===== src/rtl/cic3_monitor_scan.sv =====
// Scan controller for the CIC3 digital monitor mux.
// Steps the monitor select through the enabled taps and waits a fixed settle
// time at each one. It then captures the monitor word and offers it on a
// valid/ready port. Continuous mode rescans until abort; wrap_count counts
// completed passes and saturates.
module cic3_monitor_scan #(
  parameter int MON_W  = 25,
  parameter int SEL_W  = 4,
  parameter int SETTLE = 4
) (
  input  logic                  clk,
  input  logic                  reset_n,
  input  logic                  start,
  input  logic                  continuous,
  input  logic                  abort,
  input  logic [2**SEL_W-1:0]   sel_mask,
  input  logic [MON_W-1:0]      digital_monitor,
  output logic [SEL_W-1:0]      digital_monitor_sel,
  output logic [MON_W-1:0]      out_data,
  output logic [SEL_W-1:0]      out_sel,
  output logic                  out_valid,
  input  logic                  out_ready,
  output logic                  busy,
  output logic                  done,
  output logic [7:0]            wrap_count
);

  localparam int NUM_SEL = 2**SEL_W;

  typedef enum logic [1:0] {
    ST_IDLE    = 2'd0,
    ST_SETTLE  = 2'd1,
    ST_CAPTURE = 2'd2,
    ST_HOLD    = 2'd3
  } state_t;

  state_t               state_q, state_d;
  logic [SEL_W-1:0]     sel_q, sel_d;
  logic [7:0]           cnt_q, cnt_d;
  logic [MON_W-1:0]     out_data_q, out_data_d;
  logic [SEL_W-1:0]     out_sel_q, out_sel_d;
  logic                 out_valid_q, out_valid_d;
  logic                 busy_q, busy_d;
  logic                 done_q, done_d;
  logic [7:0]           wrap_q, wrap_d;
  logic [NUM_SEL-1:0]   mask_q, mask_d;
  logic                 cont_q, cont_d;
  logic                 abort_pend_q, abort_pend_d;

  logic [SEL_W:0]       first_start_s;
  logic [SEL_W:0]       first_latched_s;
  logic [SEL_W:0]       next_latched_s;

  // Lowest set bit of mask at index >= lo; MSB of the result is the found flag.
  function automatic logic [SEL_W:0] find_from(input logic [NUM_SEL-1:0] mask,
                                               input logic [SEL_W:0]     lo);
    logic [SEL_W:0] res;
    res = {1'b0, {SEL_W{1'b0}}};
    for (int i = NUM_SEL - 1; i >= 0; i--) begin
      if (mask[i] && (i >= int'(lo))) begin
        res = {1'b1, SEL_W'(i)};
      end else begin
        res = res;
      end
    end
    return res;
  endfunction

  // Tap searches: first tap of a new mask, first and next tap of the latched mask.
  always_comb begin
    first_start_s   = find_from(sel_mask, {(SEL_W+1){1'b0}});
    first_latched_s = find_from(mask_q, {(SEL_W+1){1'b0}});
    next_latched_s  = find_from(mask_q, {1'b0, sel_q} + (SEL_W+1)'(1));
  end

  // Next-state and output decode; every register holds unless a state acts on it.
  always_comb begin
    state_d      = state_q;
    sel_d        = sel_q;
    cnt_d        = cnt_q;
    out_data_d   = out_data_q;
    out_sel_d    = out_sel_q;
    out_valid_d  = out_valid_q;
    busy_d       = busy_q;
    done_d       = 1'b0;
    wrap_d       = wrap_q;
    mask_d       = mask_q;
    cont_d       = cont_q;
    abort_pend_d = abort_pend_q;
    case (state_q)
      ST_IDLE: begin
        // start beats a same-cycle abort because abort is not looked at here
        if (start) begin
          mask_d       = sel_mask;
          cont_d       = continuous;
          wrap_d       = 8'd0;
          abort_pend_d = 1'b0;
          if (first_start_s[SEL_W]) begin
            sel_d   = first_start_s[SEL_W-1:0];
            cnt_d   = 8'(SETTLE);
            busy_d  = 1'b1;
            state_d = ST_SETTLE;
          end else begin
            done_d  = 1'b1;
          end
        end else begin
          state_d = ST_IDLE;
        end
      end
      ST_SETTLE: begin
        if (abort) begin
          state_d = ST_IDLE;
          busy_d  = 1'b0;
          done_d  = 1'b1;
        end else if (cnt_q == 8'd0) begin
          state_d = ST_CAPTURE;
        end else begin
          cnt_d   = cnt_q - 8'd1;
        end
      end
      ST_CAPTURE: begin
        if (abort) begin
          state_d = ST_IDLE;
          busy_d  = 1'b0;
          done_d  = 1'b1;
        end else begin
          out_data_d  = digital_monitor;
          out_sel_d   = sel_q;
          out_valid_d = 1'b1;
          state_d     = ST_HOLD;
        end
      end
      ST_HOLD: begin
        // an abort here is remembered so the word on offer is still delivered
        if (abort) begin
          abort_pend_d = 1'b1;
        end else begin
          abort_pend_d = abort_pend_q;
        end
        if (out_ready) begin
          out_valid_d = 1'b0;
          if (abort || abort_pend_q) begin
            abort_pend_d = 1'b0;
            state_d      = ST_IDLE;
            busy_d       = 1'b0;
            done_d       = 1'b1;
          end else if (next_latched_s[SEL_W]) begin
            sel_d   = next_latched_s[SEL_W-1:0];
            cnt_d   = 8'(SETTLE);
            state_d = ST_SETTLE;
          end else if (cont_q) begin
            sel_d   = first_latched_s[SEL_W-1:0];
            cnt_d   = 8'(SETTLE);
            state_d = ST_SETTLE;
            if (wrap_q != 8'hFF) begin
              wrap_d = wrap_q + 8'd1;
            end else begin
              wrap_d = wrap_q;
            end
          end else begin
            state_d = ST_IDLE;
            busy_d  = 1'b0;
            done_d  = 1'b1;
          end
        end else begin
          state_d = ST_HOLD;
        end
      end
      default: begin
        state_d     = ST_IDLE;
        out_valid_d = 1'b0;
        busy_d      = 1'b0;
      end
    endcase
  end

  // State and output registers; reset drops any word in flight.
  always_ff @(posedge clk or negedge reset_n) begin
    if (!reset_n) begin
      state_q      <= ST_IDLE;
      sel_q        <= '0;
      cnt_q        <= 8'd0;
      out_data_q   <= '0;
      out_sel_q    <= '0;
      out_valid_q  <= 1'b0;
      busy_q       <= 1'b0;
      done_q       <= 1'b0;
      wrap_q       <= 8'd0;
      mask_q       <= '0;
      cont_q       <= 1'b0;
      abort_pend_q <= 1'b0;
    end else begin
      state_q      <= state_d;
      sel_q        <= sel_d;
      cnt_q        <= cnt_d;
      out_data_q   <= out_data_d;
      out_sel_q    <= out_sel_d;
      out_valid_q  <= out_valid_d;
      busy_q       <= busy_d;
      done_q       <= done_d;
      wrap_q       <= wrap_d;
      mask_q       <= mask_d;
      cont_q       <= cont_d;
      abort_pend_q <= abort_pend_d;
    end
  end

  assign digital_monitor_sel = sel_q;
  assign out_data            = out_data_q;
  assign out_sel             = out_sel_q;
  assign out_valid           = out_valid_q;
  assign busy                = busy_q;
  assign done                = done_q;
  assign wrap_count          = wrap_q;

endmodule


===== config.mk =====
export PLATFORM = sky130hd
export DESIGN_NAME = cic3_monitor_scan
export DESIGN_NICKNAME = d
export VERILOG_FILES = /design/src/rtl/cic3_monitor_scan.sv
export SDC_FILE = /design/constraint.sdc
export NUM_CORES = 1
export LEC_CHECK = 0
export ABC_AREA = 0
export ABC_CLOCK_PERIOD_IN_PS = 5100
export BUFFER_PORTS_ARGS = -buffer_cell sky130_fd_sc_hd__buf_4
export CAP_MARGIN = 20
export CORE_ASPECT_RATIO = 0.9
export CORE_MARGIN = 8
export CORE_UTILIZATION = 40
export CTS_CLUSTER_DIAMETER = 150
export DETAILED_ROUTE_END_ITERATION = 7
export GPL_ROUTABILITY_DRIVEN = 1
export MAX_ROUTING_LAYER = met4
export RECOVER_POWER = 100
export SLEW_MARGIN = 20
export SYNTH_ARGS = -nofsm -noshare
export SYNTH_HDL_FRONTEND = slang
export SYNTH_SLANG_ARGS = --single-unit

===== constraint.sdc =====
create_clock -name clk -period 5.1 [get_ports clk]
set_input_delay 0.255 -clock clk [delete_from_list [all_inputs] [get_ports clk]]
set_output_delay 0.255 -clock clk [all_outputs]
set_load 0.03 [all_outputs]

==> results.cfg <==
[status]
status = finished, violations left
failed_checks = capacitance limit, slew limit

[yosys]
postSynthAreaPerCell_um2 = 9.75
synth_seq_area_share = 0.412
synth-main-ff-cell = dfrtp_1
yosys_warnings = 0
syn-num-nets = 506
syn_area_um2 = 4380
synth_area_leader_cell = dfrtp_1
synthTopCellsByCount = dfrtp_1, mux2_2, nand2_1
ys_types = 70
synth_top_area_share = 0.412
async_flop_share = 1.00
syn_inst = 449
ys_ff_latch = 72
synth.most_common_cell = dfrtp_1
synth_area_leaders = dfrtp_1, mux2_2, nand2_1
synth_edf_count = 0

[timing]
setup_total_negative_slack_ps = 0
fmax_ghz = 0.237
hold_viol_final = 0
rsz0062_at_grt = false
maxSlewHeadroom = -1.58
slew_viol_final = 73
period_share = 0.829
timing.final.ws_setup_ps = 872
finClkSkew_ps = 7.47
setup_viol = 0
period_minus_slack_ps = 4230
worstMarginPinSlew_ps = 3870

[die]
core_area_um2 = 10800
num_rows = 36
die-area_um2 = 14500
die_x_um = 126
initial_core_util = 0.407
chipHeight_um = 115
pin_count = 91

[critical_path]
crit_chain = ha_1, and4b_4, a21oi_1, a21oi_1, a2111oi_4, nand4_1, o311ai_2, o21ai_0, a22o_1
endpoint_kind = flop
crit_required_ps = 5320
crit_buf_inv = 0
worstPathArrival_ps = 4450
slowest_delay_ps = 830
cp_common_cell = a21oi_1
crit_fanout = 21
worst_setup_path_start_kind = flop
cp_slowest_cell = o311ai_2
cpLargestDelayFamily = compound AO/OA/AOI/OAI gates
worst-setup-path-type = flop to flop

[clock_tree]
cts_tree = built
clkTransAtPathRegs_ps = 60
cts_setup_buffers = 0
h-tree-depth = 3
clk_latency_ps = 340
cts.sinks = 72
cts_resized = 0
cts_made_buffers = 9
ctsHoldBuffers = 0
cts_max_path_buffers = 2
clockRootBuffer = clkbuf_16

[pwr]
swShare = 0.462
power-per-cell-area_nw_per_um2 = 693
p_sw_w = 0.00168
p_seq_frac = 0.308
p_leak_nw = 2.21
peakVddDrop_uv = 389
clkPwrFrac = 0.193
internal_power_w = 0.00196
p_comb_frac = 0.499

[routing]
first_pass_iters = 4
drc = 0
ant_nets = 0
routed_via_density = 5.65
routedWlPerCell_um = 18.0
drt_wl_total_um = 12000
drt_iter0_drc = 258
via_count = 3777

[placement]
portBuffers = 90
place_ws_ps = 1160
place_hpwl_um = 8900
gp_congestion = 0.951

[global_route]
grt_overflow = 0
grt_usage = 0.176
grt_pass1_vias = 3897
grt_pass1_wl_um = 20000
grt_max_degree = 73
antenna_found_initial = 0

[flow_run]
max_cap_violations = 1

[min_path]
hold_class = primary input to flop

[cells_and_area]
drive_gt1_frac = 0.216
diodes = 0
area_growth_pct = 19.8
nNetsFinal = 588
==> flip-flops by register name (all words and copies together) (netlist names) <==
signal               flops
out_sel                  4
wrap_count               8
digital_monitor_sel      4
busy                     1
state_q                  2
out_valid                1
out_data                25
cont_q                   1
mask_q                  16
cnt_q                    8
done                     1
abort_pend_q             1
==> metal layers <==
layer	up-vias	GRT usage	part of all wire	wire length, um
met5	-	-	0	0
met4	0	0.0432	0.0068	82
met3	4	0.0598	0.062	745
met2	114	0.253	0.44	5290
met1	1827	0.234	0.49	5920
li1	1832	-	-	-
==> kinds of logic after synthesis <==
| kind of cell | count (synthesis) | share of synthesized area |
|---|---|---|
| DFF | 72 | 0.412 |
| muxes | 44 | 0.113 |
| buffers and inverters | 42 | 0.0452 |
| AOI/OAI and AO/OA | 126 | 0.210 |
| and+or+nand+nor | 151 | 0.180 |
| adders and majority gates | 10 | 0.0286 |
| xor gates and xnor gates | 4 | 0.0123 |
==> cell usage in the layout, fill, tap and decap left out, types with 14 or more instances in the layout <==
cell,count
nand2_1,42
inv_1,22
buf_4,45
nor2_1,35
dfrtp_1,72
mux2_2,42
clkbuf_1,47
a21oi_1,22
nand3_1,14
o21ai_0,26
==> per-stage QoR <==
step / hold slack, ps / utilization / instances / instance area [um2] / power (W)
floorplan: -40.6 / - / 449 / 4380 / 0.00250
global placement: 459 / 0.475 / 653 / 5110 / 0.00305
detailed placement: 461 / 0.475 / 653 / 5110 / 0.00307
CTS: 101 / 0.506 / 669 / 5450 / 0.00380
global route: 137 / 0.487 / 669 / 5240 / 0.00389
finish: 148 / 0.487 / 669 / 5240 / 0.00363
==> path summary, 6_finish.rpt <==
kind                            slack (ps)           end                   start  depth (start not counted)
worst max register to register         870      cnt_q[4]  digital_monitor_sel[0]                          9
worst min-delay path                   150  out_data[13]     digital_monitor[13]                          2
min in group asynchronous             1260    mask_q[14]                 reset_n                          1
max in group asynchronous             1660      cnt_q[1]                 reset_n                          1
worst max-delay path                   870      cnt_q[4]  digital_monitor_sel[0]                          9
worst min register to register         500  out_data[14]            out_data[14]                          1
==> power by group through the flow <==
stage / Sequential (W) / Combinational, W / Clock [W]
floorplan: 0.00125 / 0.00125 / 0
global placement: 0.00112 / 0.00194 / 0
detailed placement: 0.00112 / 0.00195 / 0
CTS: 0.00112 / 0.00196 / 0.000722
global route: 0.00116 / 0.00199 / 0.000743
finish: 0.00112 / 0.00181 / 0.000701
==> worst register-to-register path, cell delays in order (launching register included) <==
cell and delay [ps]:
dfrtp_1 790, ha_1 630, and4b_4 290, a21oi_1 300
a21oi_1 160, a2111oi_4 440, nand4_1 320, o311ai_2 830
o21ai_0 160, a22o_1 200
==> final cells by class <==
| class | count | area [um2] |
|---|---|---|
| clock buffers | 12 | 256 |
| clock inverters | 4 | 76.3 |
| fillers | 1037 | 5520 |
| inverters | 22 | 82.6 |
| multi-input cells | 335 | 2350 |
| flip-flops and latches | 72 | 1800 |
| well taps | 133 | 166 |
| repair buffers | 91 | 510 |
No activity file was read; power rests on OpenSTA's default activity.
